## config.mk

```make
export PLATFORM = sky130hd
export DESIGN_NAME = fft_stream_sequencer_flat
export DESIGN_NICKNAME = d
export VERILOG_FILES = /design/src/rtl/fft_pkg.sv /design/src/rtl/fft_stream_sequencer_if.sv /design/src/rtl/fft_frame_buf.sv /design/src/rtl/fft_stream_sequencer.sv /design/src/flat_wrapper.sv
export SDC_FILE = /design/constraint.sdc
export NUM_CORES = 1
export LEC_CHECK = 0
export CORE_UTILIZATION = 61
export CTS_CLUSTER_SIZE = 8
export DETAILED_ROUTE_END_ITERATION = 6
export HOLD_SLACK_MARGIN = 0.15
export PLACE_DENSITY_LB_ADDON = 0.1
export SYNTH_ARGS = -nofsm -noshare
export SYNTH_HDL_FRONTEND = slang
export SYNTH_SLANG_ARGS = --single-unit
```

## constraint.sdc

```tcl
create_clock -name clk -period 4.6 [get_ports clk]
set_input_delay 0.92 -clock clk [delete_from_list [all_inputs] [get_ports clk]]
set_output_delay 0.92 -clock clk [all_outputs]
set_load 0.005 [all_outputs]
```

## src/rtl/fft_pkg.sv

```systemverilog
// Shared types for the FFT streaming sequencer: FSM states, complex bin layout
// and the frame-length helper.
package fft_pkg;

  typedef enum logic [2:0] {
    LOAD,
    START,
    WAIT,
    CAPTURE,
    HOLD
  } state_t;

  localparam int CPLX_W = 16;

  typedef struct packed {
    logic signed [CPLX_W-1:0] re;
    logic signed [CPLX_W-1:0] im;
  } cplx_t;

  function automatic int frame_len(input int n2);
    return 1 << n2;
  endfunction

endpackage

```

## src/rtl/fft_stream_sequencer_if.sv

```systemverilog
// Valid/ready sample input stream and bin output stream of the sequencer.
interface fft_stream_sequencer_if #(
  parameter int WIDTH = 16
);
  logic               s_valid;
  logic               s_ready;
  logic [WIDTH-1:0]   s_data;
  logic               m_valid;
  logic               m_ready;
  logic [2*WIDTH-1:0] m_data;
  logic               m_last;

  modport master (
    output s_valid, s_data, m_ready,
    input  s_ready, m_valid, m_data, m_last
  );

  modport slave (
    input  s_valid, s_data, m_ready,
    output s_ready, m_valid, m_data, m_last
  );
endinterface

```

## src/rtl/fft_frame_buf.sv

```systemverilog
// One-frame dual-port buffer between the core's result burst and the output
// stream; capture writes and downstream reads proceed independently.
module fft_frame_buf
  import fft_pkg::*;
#(
  parameter int WIDTH = 16,
  parameter int N_2   = 5
) (
  input  logic               clk,
  input  logic               reset,
  input  logic               clear,
  input  logic               wr_en,
  input  logic [2*WIDTH-1:0] wr_data,
  input  logic               rd_en,
  output logic [2*WIDTH-1:0] rd_data,
  output logic [N_2-1:0]     rd_ptr,
  output logic               empty
);
  localparam int N = frame_len(N_2);
  localparam logic [N_2:0] FULL_CNT = (N_2+1)'(N);

  logic [2*WIDTH-1:0] mem [N];
  logic [N_2-1:0]     wr_ptr;
  logic [N_2:0]       count;
  logic               full;
  logic               push;
  logic               pop;

  assign full  = (count == FULL_CNT);
  assign empty = (count == '0);
  assign push  = wr_en && !full;
  assign pop   = rd_en && !empty;

  assign rd_data = mem[rd_ptr];

  always_ff @(posedge clk) begin
    if (push) mem[wr_ptr] <= wr_data;
  end

  // Pointers wrap naturally at N; clear drops the whole frame in one cycle.
  always_ff @(posedge clk or posedge reset) begin
    if (reset) begin
      wr_ptr <= '0;
      rd_ptr <= '0;
      count  <= '0;
    end else if (clear) begin
      wr_ptr <= '0;
      rd_ptr <= '0;
      count  <= '0;
    end else begin
      if (push) wr_ptr <= wr_ptr + 1'b1;
      if (pop)  rd_ptr <= rd_ptr + 1'b1;
      case ({push, pop})
        2'b10:   count <= count + 1'b1;
        2'b01:   count <= count - 1'b1;
        default: count <= count;
      endcase
    end
  end

endmodule

```

## src/rtl/fft_stream_sequencer.sv

```systemverilog
// Feeds sample frames into the fft core and streams its result bins out,
// holding the next start until the previous frame has fully drained.
module fft_stream_sequencer
  import fft_pkg::*;
#(
  parameter int WIDTH = 16,
  parameter int N_2   = 5,
  parameter int CNT_W = 16
) (
  input  logic                   clk,
  input  logic                   reset,
  input  logic                   abort,
  fft_stream_sequencer_if.slave  strm,
  output logic                   fft_load,
  output logic [N_2-1:0]         fft_adr,
  output logic [WIDTH-1:0]       fft_rd,
  output logic                   fft_start,
  input  logic [2*WIDTH-1:0]     fft_wd,
  input  logic                   fft_done,
  output logic [CNT_W-1:0]       frame_count,
  output logic                   busy
);
  localparam logic [N_2-1:0] LAST_IDX = N_2'(frame_len(N_2) - 1);

  state_t         state, next_state;
  logic [N_2-1:0] load_idx;
  logic [N_2-1:0] cap_idx;
  logic           load_inc;
  logic           cap_wr;
  logic           start_c;
  logic           ready_c;
  logic           buf_empty;
  logic [N_2-1:0] rd_ptr;
  logic           out_fire;

  fft_frame_buf #(.WIDTH(WIDTH), .N_2(N_2)) u_buf (
    .clk     (clk),
    .reset   (reset),
    .clear   (abort),
    .wr_en   (cap_wr),
    .wr_data (fft_wd),
    .rd_en   (strm.m_ready),
    .rd_data (strm.m_data),
    .rd_ptr  (rd_ptr),
    .empty   (buf_empty)
  );

  always_ff @(posedge clk or posedge reset) begin
    if (reset) state <= LOAD;
    else       state <= next_state;
  end

  // Abort overrides every transition and suppresses any strobe in its cycle.
  always_comb begin
    next_state = state;
    load_inc   = 1'b0;
    cap_wr     = 1'b0;
    start_c    = 1'b0;
    ready_c    = 1'b0;
    case (state)
      LOAD: begin
        ready_c = 1'b1;
        if (strm.s_valid) begin
          load_inc = 1'b1;
          if (load_idx == LAST_IDX) next_state = buf_empty ? START : HOLD;
        end
      end
      HOLD:    if (buf_empty) next_state = START;
      START: begin
        start_c    = 1'b1;
        next_state = WAIT;
      end
      WAIT: if (fft_done) begin
        cap_wr     = 1'b1;
        next_state = CAPTURE;
      end
      CAPTURE: if (fft_done) begin
        cap_wr = 1'b1;
        if (cap_idx == LAST_IDX) next_state = LOAD;
      end
      default: next_state = LOAD;
    endcase
    if (abort) begin
      next_state = LOAD;
      load_inc   = 1'b0;
      cap_wr     = 1'b0;
      start_c    = 1'b0;
      ready_c    = 1'b0;
    end
  end

  always_ff @(posedge clk or posedge reset) begin
    if (reset) begin
      load_idx    <= '0;
      cap_idx     <= '0;
      frame_count <= '0;
    end else begin
      if (abort)         load_idx <= '0;
      else if (load_inc) load_idx <= load_idx + 1'b1;
      if (abort)       cap_idx <= '0;
      else if (cap_wr) cap_idx <= cap_idx + 1'b1;
      if (out_fire && strm.m_last) frame_count <= frame_count + 1'b1;
    end
  end

  assign strm.s_ready = ready_c;
  assign fft_load     = ready_c && strm.s_valid;
  assign fft_adr      = load_idx;
  assign fft_rd       = fft_load ? strm.s_data : '0;
  assign fft_start    = start_c;

  assign strm.m_valid = !buf_empty;
  assign strm.m_last  = !buf_empty && (rd_ptr == LAST_IDX);
  assign out_fire     = strm.m_valid && strm.m_ready;

  assign busy = !((state == LOAD) && (load_idx == '0) && buf_empty);

endmodule
```

## src/flat_wrapper.sv

```systemverilog
// flat-port wrapper written by rule: the top's interface ports become plain ports
module fft_stream_sequencer_flat import fft_pkg::*;
#(
  parameter int WIDTH = 16,
  parameter int N_2   = 5,
  parameter int CNT_W = 16
)
  (clk, reset, abort, fft_load, fft_adr, fft_rd, fft_start, fft_wd, fft_done, frame_count, busy, strm_s_valid, strm_s_data, strm_m_ready, strm_s_ready, strm_m_valid, strm_m_data, strm_m_last);
  fft_stream_sequencer_if #(.WIDTH(WIDTH)) strm_i ();
  input  logic clk;
  input  logic reset;
  input  logic abort;
  output logic fft_load;
  output logic [N_2-1:0] fft_adr;
  output logic [WIDTH-1:0] fft_rd;
  output logic fft_start;
  input  logic [2*WIDTH-1:0] fft_wd;
  input  logic fft_done;
  output logic [CNT_W-1:0] frame_count;
  output logic busy;
  input wire logic [$bits(strm_i.s_valid)-1:0] strm_s_valid;
  input wire logic [$bits(strm_i.s_data)-1:0] strm_s_data;
  input wire logic [$bits(strm_i.m_ready)-1:0] strm_m_ready;
  output wire logic [$bits(strm_i.s_ready)-1:0] strm_s_ready;
  output wire logic [$bits(strm_i.m_valid)-1:0] strm_m_valid;
  output wire logic [$bits(strm_i.m_data)-1:0] strm_m_data;
  output wire logic [$bits(strm_i.m_last)-1:0] strm_m_last;
  assign strm_i.s_valid = strm_s_valid;
  assign strm_i.s_data = strm_s_data;
  assign strm_i.m_ready = strm_m_ready;
  assign strm_s_ready = strm_i.s_ready;
  assign strm_m_valid = strm_i.m_valid;
  assign strm_m_data = strm_i.m_data;
  assign strm_m_last = strm_i.m_last;
  fft_stream_sequencer #(.WIDTH(WIDTH), .N_2(N_2), .CNT_W(CNT_W)) u_core (.clk(clk), .reset(reset), .abort(abort), .strm(strm_i), .fft_load(fft_load), .fft_adr(fft_adr), .fft_rd(fft_rd), .fft_start(fft_start), .fft_wd(fft_wd), .fft_done(fft_done), .frame_count(frame_count), .busy(busy));
endmodule
```

Word-level counts from Yosys, hierarchy flattened
Memories as Yosys holds them, arrays and structs flattened. Index checks and enable logic that the tools add are counted.

Logic and storage cells: 83. Output and inout port bits: 75. Memory bits (writable): 1024. Memories kept: 1. Register bits: 45. Bits of input ports: 54.

Memory list: u_core.u_buf.mem (depth 32, width 32, read ports 1, clocked after Yosys merged registers in 0, write ports 1, line fft_frame_buf.sv:22) `logic [2*WIDTH-1:0] mem [N];`.

Add/sub/neg operators: 7. Reductions and logical operators: 20. Equal/unequal tests: 16. Mux-type cells: 32.

Operator list (number): 5-bit two-way mux (8); 3-bit two-way mux (8); 5-bit by 1-bit adder with 5-bit output, second input constant (4); 16-bit by 1-bit adder with 16-bit output, second input constant (1); 16-bit two-way mux (1); 5-bit == test, second input constant (3); 3-bit case mux with 5 select lines (1); 1-bit two-way mux (12); 6-bit case mux with 2 select lines (1); 3-bit by 2-bit inequality test with 1-bit output, second input constant (3); 3-bit inequality test, second input constant (3); 2-bit nonzero test (4); 1-bit logical AND (7); 6-bit by 1-bit adder with 6-bit output, second input constant (1); 3-bit by 2-bit == test with 1-bit output, second input constant (2); 6-bit == test, second input constant (1); 6-bit zero test (1); 6-bit two-way mux (1); 6-bit AND reduction (1); 6-bit by 1-bit subtractor with 6-bit output, second input constant (1); 5-bit zero test (1); 3-bit by 1-bit == test with 1-bit output, second input constant (1); 3-bit == test, second input constant (1); 1-bit zero test (3); other kinds (5) (5).

Depth between registers and ports, before layout
Gate-level depths: netlist of the first run.

Depth in word-level cells: 8. Depth in mapped cells: 11.

Hierarchy
Synthesis of the first run repeated with hierarchy kept, for this count alone.

Cells, all modules: 2143. Area, all modules: 41925.2 um^2.

Modules (own cells, without submodules): fft_frame_buf (area an instance 40282.4 um^2, cells each 1983, times used 1); fft_stream_sequencer (area an instance 1642.8 um^2, cells each 160, times used 1).

Least setup slack after synthesis of the first run
OpenSTA, ideal clock, no wires.

Path type: in2reg. Start point: input port abort. End point: memory u_core.u_buf.mem[31][0] (netlist name) (enable). Cell stages on the path: 6. Path slack: 0.674 ns. Arrival time: 3.505 ns. Buffers on the path: 2. Required time: 4.179 ns. Cell sequence: clkbuf_1 nand4bb_1 a31oi_1 clkbuf_1 nand2_1 nor2_1.

Word-level cells in the longest chain between the ends: 4.

RTL lines: start, declared (line flat_wrapper.sv:12) `input logic abort;`; 1-bit two-way mux (line fft_stream_sequencer.sv:83) `if (abort) begin`; 1-bit logical AND (line fft_frame_buf.sv:31) `assign push = wr_en && !full;`; 1-bit two-way mux (line fft_frame_buf.sv:37) `if (push) mem[wr_ptr] <= wr_data;`; 1-bit two-way mux (implied by the code) (line fft_frame_buf.sv:37); end, declared (line fft_frame_buf.sv:22).

No other way between the ends.

Final worst setup path of the first run
Start point: register u_core.u_buf.rd_ptr[0]. End point: output port strm_m_data[30].

Word-level cells in the longest chain between the ends: 1.

RTL lines: start, declared (line fft_frame_buf.sv:16) `output logic [N_2-1:0] rd_ptr,`; start signal, assigned (line fft_frame_buf.sv:52) `if (pop) rd_ptr <= rd_ptr + 1'b1;`; memory read 32 x 32 bit; end, declared (line flat_wrapper.sv:26) `output wire logic [$bits(strm_i.m_data)-1:0] strm_m_data;`.

No other way between the ends.

==> impl_metrics.csv, run 1 <==
group,metric,value,unit
power_and_ir_drop,relative_contribution_of_combinational_cells_to_total_power,15.6,%
critical_path,worstRegToRegCells,9,
global_routing,initial_antenna_violation_count,2,
critical_path,r2r_end,"u_core.u_buf.count[5]",
synth,postSynth.topFlopCell,"edfxtp_1",
finish,register_area,31900,um2
timing,finalCritPeriodShare,98.1,%
synth,synth.top_cell.area_share,73.9,%
floorplan,design.die.area,69300,um2
route,detail_route_antenna_nets,0,
power_and_ir_drop,switching_power_as_a_share_of_total_power,23.4,%
power_and_ir_drop,p_sw,5.74,mW
finish,n_fill_cell,3703,
synth,most_frequent_cells_after_synthesis,"edfxtp_1, mux4_2, nor2_1, clkbuf_1, dfrtp_1",
critical_path,critical_path_depth,5,
timing,timing_worst_slew_pin_value,1.21,ns
clock_network,clock_latency,0.72,ns
placed_design,place_inst,2785,
critical_path,worstPathBufferInverterCount,2,
critical_path,worst_setup_path_startpoint,"u_core.u_buf.rd_ptr[0]",
timing,postLayoutSetupSlackWorst,0.0858,ns
global_routing,grt_first_pass_wirelength,145,mm
route,vias_per_cell,6.83,
clock_network,clkTransAtPathRegs,0.05,ns
timing,slew-limit-headroom,19.1,%
clock_network,cts.sinks,1069,
timing,report.final.hold_viol_count,0,
critical_path,timing.reg2reg.setup_slack,1.58,ns
clock_network,ctsHoldBuffers,0,
route,vias_after_detailed_routing,20400,
synth,syn_inst,1794,
synth,synthesis.yosys.warnings,0,
synth,share_of_synthesized_area_occupied_by_flip_flops_and_latches,76.6,%
synth,area_of_the_mapped_netlist,41600,um2
critical_path,crit_path_max_fanout,47,
power_and_ir_drop,clk_network_pwr_share,40.3,%
synth,synth.top_cells.by_area,"edfxtp_1, mux4_2, dfrtp_1",
synth,synthDominantAreaCellType,"edfxtp_1",
critical_path,critPathLaunchType,"flop",
route,dr.first_iter.drc_count,2504,
job,max_cap_violations,0,
placed_design,place.port_buffers,128,
finish,final_nets,2135,
timing,min_period,4.51,ns
floorplan,top_level_ports,129,
finish,multi_input_logic_area,9490,um2
route,finalWirelength,100,mm
power_and_ir_drop,power_density,500,nW/um2
clock_network,cts_max_path_buffers,3,
power_and_ir_drop,worst_voltage_drop_across_the_vdd_grid,0.315,mV
critical_path,timing.critical_path.slowest_cell_delay,0.60,ns
hold_path,worstHoldPathType,"reg -> reg",
floorplan,dieHeight,263,um
critical_path,reg2reg_from,"u_core.u_buf.count[1]",
clock_network,cts.htree.levels,4,
placed_design,routability_cong,0.821,
synth,synth_cell_types,52,
critical_path,worst_path_dominant_cell_family,"multiplexers",
critical_path,cp_data_arrival_time,3.59,ns
floorplan,core.rowCount,95,
synth,syn-num-nets,1863,
critical_path,cp_cell_sequence,"buf_12, mux4_2, mux4_2, mux2_2, clkdlybuf4s50_1",
global_routing,grt_remaining_overflow,0,
critical_path,slowest_cp_cell,"mux4_2",
floorplan,starting_utilization_of_the_core_area,61.9,%
power_and_ir_drop,power.sequential.fraction,44.1,%
timing,rsz0062_at_grt,"yes",
placed_design,detailed_place_hpwl,53.0,mm
route,post_detailed_route_wirelength_per_cell,33.5,um
status,outcome,"finished clean",
floorplan,chipWidth,263,um
floorplan,core_area,67300,um2
synth,synth_async_sr_flop_share,4.21,%
route,route.detailed.drc,0,
clock_network,tritoncts,"done",
finish,drive_above_1_share,31.0,%
route,drtPass1Iterations,6,
critical_path,worstSetupEndpoint,"strm_m_data[30]",
power_and_ir_drop,power_report.internal_total,18.8,mW
timing,timing.fmax,222,MHz
placed_design,pre_cts_slack,0.587,ns
power_and_ir_drop,p_total,24.5,mW
critical_path,critical-path-top-cell-by-count,"mux4_2",
critical_path,critical_path_required_time,3.68,ns
global_routing,via_count_of_the_first_global_routing_pass,21100,
synth,syn-mean-instance-area,23.2,um2
finish,areaGrowthSynthToFinish,17.9,%
global_routing,groute.usage.overall,29.9,%
synth,ys_ff_latch,1069,
global_routing,grt_start_max_net_pins,94,
timing,final.setup_skew,0.0201,ns
critical_path,setup.worst_path.end_class,"primary output",
synth,synthMostInstantiatedCell,"edfxtp_1",
timing,pins_over_slew_limit,0,
synth,synth-edff-count,1024,
timing,final-setup-viol-count,0,
critical_path,worstSetupPathType,"reg -> out",
clock_network,cts-buffers-inserted,151,
finish,fin_cells,2984,
clock_network,cts.root.buffer_cell,"clkbuf_16",
power_and_ir_drop,total_leakage_power,15.5,nW
final cells by class:
type / instances / area share (%)
inverter: 9 / 0.0688
clock inverter: 13 / 0.438
timing repair buffer: 216 / 4.88
antenna: 3 / 0.0153
sequential: 1069 / 65.0
tap: 873 / 2.23
clock buffer: 182 / 8.07
multi-input combinational: 619 / 19.3
worst register-to-register path: stages, from the launching register on:
cell and delay, ns:
dfrtp_1 0.47, nor3_2 0.53, a21oi_1 0.27, nor2_1 0.29
ha_1 0.36, a41o_1 0.28, a21oi_1 0.14, o21ai_0 0.10
nor3b_1 0.16, mux2_2 0.29
layout by cell type (no fill, tap or decap), types with 26 or more instances in the layout:
cell type and instances:
edfxtp_1 1024, mux4_2 320, clkbuf_16 154, clkdlybuf4s50_1 117, buf_4 54, dfrtp_1 40
mux2_2 34, nor2_4 32, nor2_1 31, clkbuf_1 28, buf_12 28, nand2_1 26
power groups by stage:
stage	Combinational, mW	Sequential, mW	Clock [mW]
floorplan	2.74	10.9	0
global placement	3.75	11.0	0
detailed placement	3.79	11.0	0
CTS	3.88	10.8	10.0
global route	4.08	10.8	10.4
finish	3.83	10.8	9.89
cell families (layout without fill, tap and decap cells):
kind of cell / count (synthesis) / count (layout) / share of synthesized area [%]
AO/OA/AOI/OAI: 42 / 42 / 0.689
AND/OR/NAND/NOR: 175 / 175 / 2.10
flip-flops: 1069 / 1069 / 76.6
adder cells (fa/ha/maj): 15 / 15 / 0.451
buffers and inverters: 106 / 420 / 1.20
XOR/XNOR: 28 / 28 / 0.589
multiplexers: 359 / 359 / 18.4
other: 0 / 3 / 0
through the flow:
step | hold WS, ns | util (%) | cell area, um2 | TNS [ns]
after floorplan | 0.465 | - | 41600 | 0
after global placement | 0.459 | 66.6 | 44800 | 0
after detailed placement | 0.464 | 66.6 | 44800 | 0
after CTS | 0.471 | 72.9 | 49100 | 0
after global routing | 0.490 | 72.9 | 49100 | -0.0514
final | 0.468 | 73.0 | 49100 | 0
sequential cells by signal, summed over array words and instances, names as in the netlist:
register,cells
u_core.u_buf.rd_ptr,5
u_core.u_buf.wr_ptr,5
u_core.u_buf.mem,1024
u_core.state,3
u_core.frame_count,16
u_core.u_buf.count,6
u_core.cap_idx,5
u_core.fft_adr,5
worst min path at each step:
stage                                 startpoint                endpoint  cells past startpoint
after floorplan           u_core.frame_count[15]  u_core.frame_count[15]                      1
after global placement    u_core.frame_count[15]  u_core.frame_count[15]                      1
after detailed placement  u_core.frame_count[15]  u_core.frame_count[15]                      1
after CTS                 u_core.frame_count[15]  u_core.frame_count[15]                      1
after global routing      u_core.frame_count[15]  u_core.frame_count[15]                      1
final                     u_core.frame_count[15]  u_core.frame_count[15]                      1
metal layers:
metal,routed length (um),global-route usage [%]
met2,49500,47.0
met3,9260,7.13
met5,0,0
met1,38400,42.0
met4,2910,10.5
timing repair:
item | CTS | global route
resized for setup | 13 | 8
setup buffers | 0 | 0
gates cloned | 1 | 0
setup endpoints to repair | 14 | 12
hold endpoints to repair | 0 | 0
No activity file was read; power rests on OpenSTA's default activity.
==> inputs of run 2 (changes only) <==
- CORE_UTILIZATION: 61 -> 65
- SLEW_MARGIN: not set -> 20
- clock period: 4.6 -> 5.35 ns (I/O delays scaled with it)
==> run 2 against run 1 <==
Effect of this change:
- cell count fell by 1.9%
- flip-flop and latch count did not move
- first-iteration DRC count rose by 0.16%
- worst hold slack improved by 0.017 ns
- clock skew rose by 0.014 ns
- wire length rose by 1.6%
- critical path type unchanged
- largest cell class unchanged
==> impl_metrics.csv, run 2 (same netlist as run 1, synthesis figures left out) <==
group,metric,value,unit
status,outcome,"finished clean",
timing,min_period,5.01,ns
critical_path,worstRegToRegCells,9,
finish,final_nets,2113,
route,detail_route_antenna_nets,0,
floorplan,core.rowCount,92,
finish,post-route-cell-area,48700,um2
route,drtPass1Iterations,7,
timing,fin_tns_setup,0,ns
route,vias_after_detailed_routing,20600,
clock_network,cts-buffers-inserted,151,
global_routing,grt_first_pass_wirelength,146,mm
timing,timing_worst_slew_pin_value,1.14,ns
floorplan,design.die.area,65000,um2
finish,n_fill_cell,3118,
job,max_cap_violations,0,
clock_network,number_of_gates_resized_after_cts,0,
critical_path,crit_path_max_fanout,24,
route,dr.first_iter.drc_count,2508,
critical_path,setup.worst_path.end_class,"primary output",
route,vias_per_cell,7.03,
finish,layout.cells.most_common,"edfxtp_1",
finish,fin_cells,2926,
floorplan,top_level_ports,129,
power_and_ir_drop,power_density,434,nW/um2
global_routing,via_count_of_the_first_global_routing_pass,21100,
floorplan,starting_utilization_of_the_core_area,65.8,%
finish,reg.largest.list,"u_core.u_buf.mem x1024, u_core.frame_count x16, u_core.u_buf.count x6",
critical_path,critical-path-top-cell-by-count,"mux4_2",
timing,slew-limit-headroom,24.0,%
timing,final.setup_skew,0.0339,ns
clock_network,clkTransAtPathRegs,0.05,ns
finish,final_cell_mix,"edfxtp_1, mux4_2, clkbuf_16",
placed_design,detailed_place_hpwl,52.4,mm
finish,largest_register_ff_count,1024,
clock_network,cts.htree.levels,4,
timing,pins_over_slew_limit,0,
floorplan,dieHeight,255,um
clock_network,cts.root.buffer_cell,"clkbuf_16",
finish,multi_input_logic_area,9480,um2
hold_path,worstHoldPathType,"reg -> reg",
critical_path,critical_path_required_time,4.28,ns
clock_network,tritoncts,"done",
finish,areaGrowthSynthToFinish,16.9,%
power_and_ir_drop,worst_voltage_drop_across_the_vdd_grid,0.377,mV
route,route.detailed.drc,0,
critical_path,cp_cell_sequence,"buf_4, mux4_2, mux4_2, mux2_2, clkdlybuf4s50_1",
timing,rsz0062_at_grt,"no",
critical_path,slowest_cp_cell,"dfrtp_4",
hold_path,min_delay_path_depth,1,
critical_path,critPathLaunchType,"flop",
floorplan,chipWidth,255,um
placed_design,place_inst,2737,
timing,timing.fmax,200,MHz
clock_network,cts_max_path_buffers,3,
critical_path,worstSetupPathType,"reg -> out",
timing,hold-worst-slack,0.486,ns
finish,register_with_the_most_flip_flops,"u_core.u_buf.mem",
route,post_detailed_route_wirelength_per_cell,34.8,um
floorplan,core_area,63200,um2
route,finalWirelength,102,mm
timing,report.final.hold_viol_count,0,
clock_network,post_cts_buffers,0,
global_routing,groute.usage.overall,32.9,%
finish,register_area,31900,um2
clock_network,clock_latency,0.74,ns
clock_network,ctsHoldBuffers,0,
placed_design,place.port_buffers,128,
global_routing,initial_antenna_violation_count,2,
critical_path,cp_data_arrival_time,3.94,ns
global_routing,grt_remaining_overflow,0,
placed_design,routability_cong,0.794,
placed_design,detailed_place.area,44700,um2
global_routing,grt_start_max_net_pins,48,
timing,finalCritPeriodShare,93.6,%
finish,drive_above_1_share,31.4,%
clock_network,cts.sinks,1069,
power_and_ir_drop,total_leakage_power,15.2,nW
critical_path,timing.critical_path.slowest_cell_delay,0.79,ns
timing,final-setup-viol-count,0,
run 2: cell count changes in the layout (fill, tap and decap cells not counted), sizes merged, moves of 2 or more:
cell / change
diode: -2
dlymetal6s2s: -6
clkdlybuf4s50: -12
dlygate4sd2: -5
clkinv: -5
clkbuf: -5
inv: +3
run 2: through the flow:
step / power [mW] / util, % / setup slack [ns]
floorplan: 11.7 / - / 1.27
detailed placement: 12.8 / 70.8 / 0.698
global placement: 12.8 / 70.8 / 0.778
finish: 21.1 / 77.0 / 0.341
CTS: 21.2 / 77.2 / 0.289
global route: 21.7 / 77.0 / 0.201
run 2: worst max-delay path, delay by kind of cell, from the launching register on:
family	cells	cell delay, ns
buffers and inverters	2	0.97
multiplexers	3	1.43
flip-flops	1	0.79
run 2: cell type report:
cell class / instances / area share, %
well taps: 846 / 2.18
multi-input cells: 619 / 19.5
diodes: 1 / 0.00514
clock buffers: 177 / 8.10
repair buffers: 194 / 4.39
inverters: 9 / 0.0720
flip-flops and latches: 1069 / 65.5
clock inverters: 11 / 0.234
run 2: final timing paths:
path,from,to,slack [ns]
max,u_core.u_buf.rd_ptr[0],strm_m_data[10],0.34
max reg2reg,u_core.u_buf.count[1],u_core.u_buf.count[5],1.79
min in group asynchronous,reset,u_core.u_buf.count[3],0.80
min reg2reg,u_core.frame_count[15],u_core.frame_count[15],0.49
min,u_core.frame_count[15],u_core.frame_count[15],0.49
max in group asynchronous,reset,u_core.u_buf.rd_ptr[0],3.98
run 2: power breakdown:
part / internal, mW / switching (mW)
Clock: 5.10 / 3.29
Sequential: 9.22 / 0.149
Combinational: 1.80 / 1.54
run 2: per-layer routing:
metal	vias up	global-route usage [%]	wire length, um
li1	8054	-	-
met1	10900	45.4	37700
met2	1411	51.9	50500
met3	203	8.47	10200
met4	2	11.8	3250
met5	-	0	13
==> inputs of run 3 (changes only) <==
- SYNTH_HIERARCHICAL: not set -> 1
==> run 3 against run 2 <==
Effect of this change:
- clock skew decreased by 0.0097 ns
- power decreased by 1.8%
- cell area increased by 0.55%
- global-route usage decreased by 2.1 points
- critical path type unchanged
- maximum frequency decreased by 1.5%
- non-clock buffer count increased by 20
- die area increased by 0.75%
- core utilization increased by 0.14 points
- count of clock-buffer cells in the layout increased by 18
- sequential power decreased by 0.6%
==> impl_metrics.csv, run 3 <==
group,metric,value,unit
floorplan,top_level_ports,129,
finish,reg.largest.list,"u_core/u_buf/mem x1024, u_core/frame_count x16, u_core/u_buf/count x6",
finish,insertedDiodeCount,0,
finish,areaGrowthSynthToFinish,16.7,%
placed_design,place.port_buffers,128,
timing,timing.fmax,197,MHz
power_and_ir_drop,worst_voltage_drop_across_the_vdd_grid,0.376,mV
finish,largest_register_ff_count,1024,
status,outcome,"finished clean",
critical_path,worstSetupPathType,"reg -> out",
finish,final_cell_mix,"edfxtp_1, mux2i_1, clkbuf_16",
power_and_ir_drop,power_density,423,nW/um2
route,maxUsedRoutingLayer,"met4",
critical_path,timing.critical_path.slowest_cell_delay,0.85,ns
global_routing,via_count_of_the_first_global_routing_pass,22600,
critical_path,crit_path_max_fanout,27,
floorplan,core_area,63400,um2
timing,report.final.hold_viol_count,0,
critical_path,critical_path_required_time,4.28,ns
power_and_ir_drop,p_total,20.7,mW
critical_path,cp_cell_sequence,"buf_4, buf_4, mux2i_1, a21oi_1, a31oi_1, o221ai_1, clkdlybuf4s50_1",
floorplan,core.rowCount,92,
timing,slew-limit-headroom,25.3,%
timing,rsz0062_at_grt,"no",
route,post_detailed_route_wirelength_per_cell,30.0,um
synth,most_frequent_cells_after_synthesis,"edfxtp_1, mux2i_1, mux4_2, a22o_1, nor2_1",
route,drt-met1-wl,37.8,mm
critical_path,critical-path-top-cell-by-count,"buf_4",
route,vias_per_cell,6.70,
synth,syn-num-nets,2213,
placed_design,routability_cong,0.815,
synth,area_of_the_mapped_netlist,41900,um2
timing,pins_over_slew_limit,0,
finish,final_nets,2461,
global_routing,grt_start_max_net_pins,86,
critical_path,worstRegToRegCells,6,
route,dr_wl_met3,8.59,mm
critical_path,worst_setup_path_startpoint,"u_core/u_buf/rd_ptr[1]",
placed_design,detailed_place.area,44900,um2
critical_path,worst_path_dominant_cell_family,"buffers and inverters",
route,dr.first_iter.drc_count,2462,
finish,post-route-cell-area,48900,um2
critical_path,worstSetupEndpoint,"strm_m_data[26]",
clock_network,cts_max_path_buffers,3,
route,detail_route_antenna_nets,0,
clock_network,clkTransAtPathRegs,0.05,ns
synth,synth.top_cells.by_area,"edfxtp_1, mux2i_1, mux4_2",
finish,layout.cells.most_common,"edfxtp_1",
critical_path,setup.worst_path.end_class,"primary output",
finish,register_with_the_most_flip_flops,"u_core/u_buf/mem",
job,max_cap_violations,0,
synth,syn-mean-instance-area,19.6,um2
synth,share_of_synthesized_area_occupied_by_flip_flops_and_latches,76.0,%
global_routing,grt_first_pass_wirelength,146,mm
global_routing,groute.usage.overall,30.8,%
placed_design,place_inst,3084,
clock_network,cts.root.buffer_cell,"clkbuf_16",
clock_network,number_of_gates_resized_after_cts,0,
synth,postSynth.topFlopCell,"edfxtp_1",
synth,synthesis.yosys.warnings,6,
clock_network,clock_latency,0.73,ns
global_routing,initial_antenna_violation_count,0,
critical_path,critPathLaunchType,"flop",
finish,n_fill_cell,3266,
synth,syn_inst,2143,
route,vias_after_detailed_routing,22000,
global_routing,grt_remaining_overflow,0,
critical_path,slowest_cp_cell,"dfrtp_4",
clock_network,ctsHoldBuffers,0,
timing,timing_worst_slew_pin_value,1.12,ns
finish,fin_cells,3290,
synth,synth_cell_types,61,
synth,synth_async_sr_flop_share,4.21,%
synth,synthMostInstantiatedCell,"edfxtp_1",
clock_network,cts-buffers-inserted,151,
clock_network,post_cts_buffers,0,
timing,fin_tns_setup,0,ns
synth,synth.top_cell.area_share,73.3,%
floorplan,design.die.area,65500,um2
timing,hold-worst-slack,0.466,ns
critical_path,r2r_end,"u_core/u_buf/mem[0][29]",
synth,ys_ff_latch,1069,
route,finalWirelength,98.8,mm
critical_path,worstPathBufferInverterCount,3,
synth,synth-edff-count,1024,
route,route.met2.wl,48.5,mm
critical_path,reg2reg_from,"u_core/state[2]",
timing,min_period,5.09,ns
placed_design,detailed_place_hpwl,55.5,mm
critical_path,critical_path_depth,7,
synth,synthDominantAreaCellType,"edfxtp_1",
route,route.detailed.drc,0,
finish,drive_above_1_share,18.9,%
route,drtPass1Iterations,5,
critical_path,timing.reg2reg.setup_slack,1.95,ns
power_and_ir_drop,total_leakage_power,15.4,nW
floorplan,starting_utilization_of_the_core_area,66.1,%
timing,final-setup-viol-count,0,
floorplan,chipWidth,256,um
clock_network,tritoncts,"done",
floorplan,dieHeight,256,um
hold_path,worstHoldPathType,"reg -> reg",
timing,final.setup_skew,0.0243,ns
clock_network,cts.htree.levels,4,
clock_network,cts.sinks,1069,
timing,finalCritPeriodShare,95.1,%
critical_path,cp_data_arrival_time,4.02,ns
==> run 3: cell types whose count changed in the layout (fill, tap and decap cells not counted), sizes merged, moves of 20 or more <==
cell / delta
mux2: -34
o221ai: +31
a22o: +87
a21oi: +28
nor3: +20
a31oi: +30
mux4: -192
mux2i: +325
buf: +21
nand2: +25
==> run 3: worst min-delay path by stage <==
stage | from | end | slack [ns] | cells past startpoint
floorplan | u_core/frame_count[15] | u_core/frame_count[15] | 0.47 | 1
global placement | u_core/frame_count[15] | u_core/frame_count[15] | 0.46 | 1
detailed placement | u_core/frame_count[15] | u_core/frame_count[15] | 0.46 | 1
CTS | u_core/frame_count[15] | u_core/frame_count[15] | 0.47 | 1
global route | u_core/frame_count[15] | u_core/frame_count[15] | 0.49 | 1
finish | u_core/frame_count[15] | u_core/frame_count[15] | 0.47 | 1
==> run 3: metrics by stage <==
step           utilization, %  worst slack (ns)
2_1_floorplan               -              1.46
3_3_place_gp             70.8              1.08
3_5_place_dp             70.8              1.05
4_1_cts                  77.3             0.255
5_1_grt                  77.1             0.233
6_report                 77.1             0.262
==> run 3: area by class of cell <==
cell class	instances	area, um2	area share, %
Timing Repair Buffer	214	2080	4.26
Inverter	12	45.0	0.0921
Multi-Input combinational cell	943	9740	19.9
Clock buffer	195	3990	8.15
Clock inverter	11	123	0.251
Sequential cell	1069	31900	65.2
Tap cell	846	1060	2.16
==> run 3: worst reg2reg max path: stages, from the launching register on <==
cell	delay, ns
dfrtp_1	0.51
and3b_1	0.43
nor2b_1	0.25
o31a_4	0.32
nand2_1	0.50
nor2_4	0.56
buf_4	0.45
==> run 3: cells by family after synthesis <==
| kind of cell | count (synthesis) | synth area share, % |
|---|---|---|
| AOI/OAI and AO/OA | 211 | 3.85 |
| adders and majority gates | 16 | 0.495 |
| and+or+nand+nor | 225 | 2.78 |
| buffers and inverters | 131 | 1.38 |
| muxes | 458 | 14.8 |
| DFF | 1069 | 76.0 |
| xor gates and xnor gates | 33 | 0.707 |
==> run 3: power breakdown <==
part | switching [mW] | internal [mW]
clock | 3.25 | 5.12
combinational | 1.59 | 1.44
sequential | 0.0959 | 9.21
==> run 3: per-layer routing <==
layer  global-route usage [%]  up-vias
met5                        0        -
met3                     5.71      210
met2                     49.0     1261
met1                     42.4    11400
li1                         -     9192
met4                     13.5        0
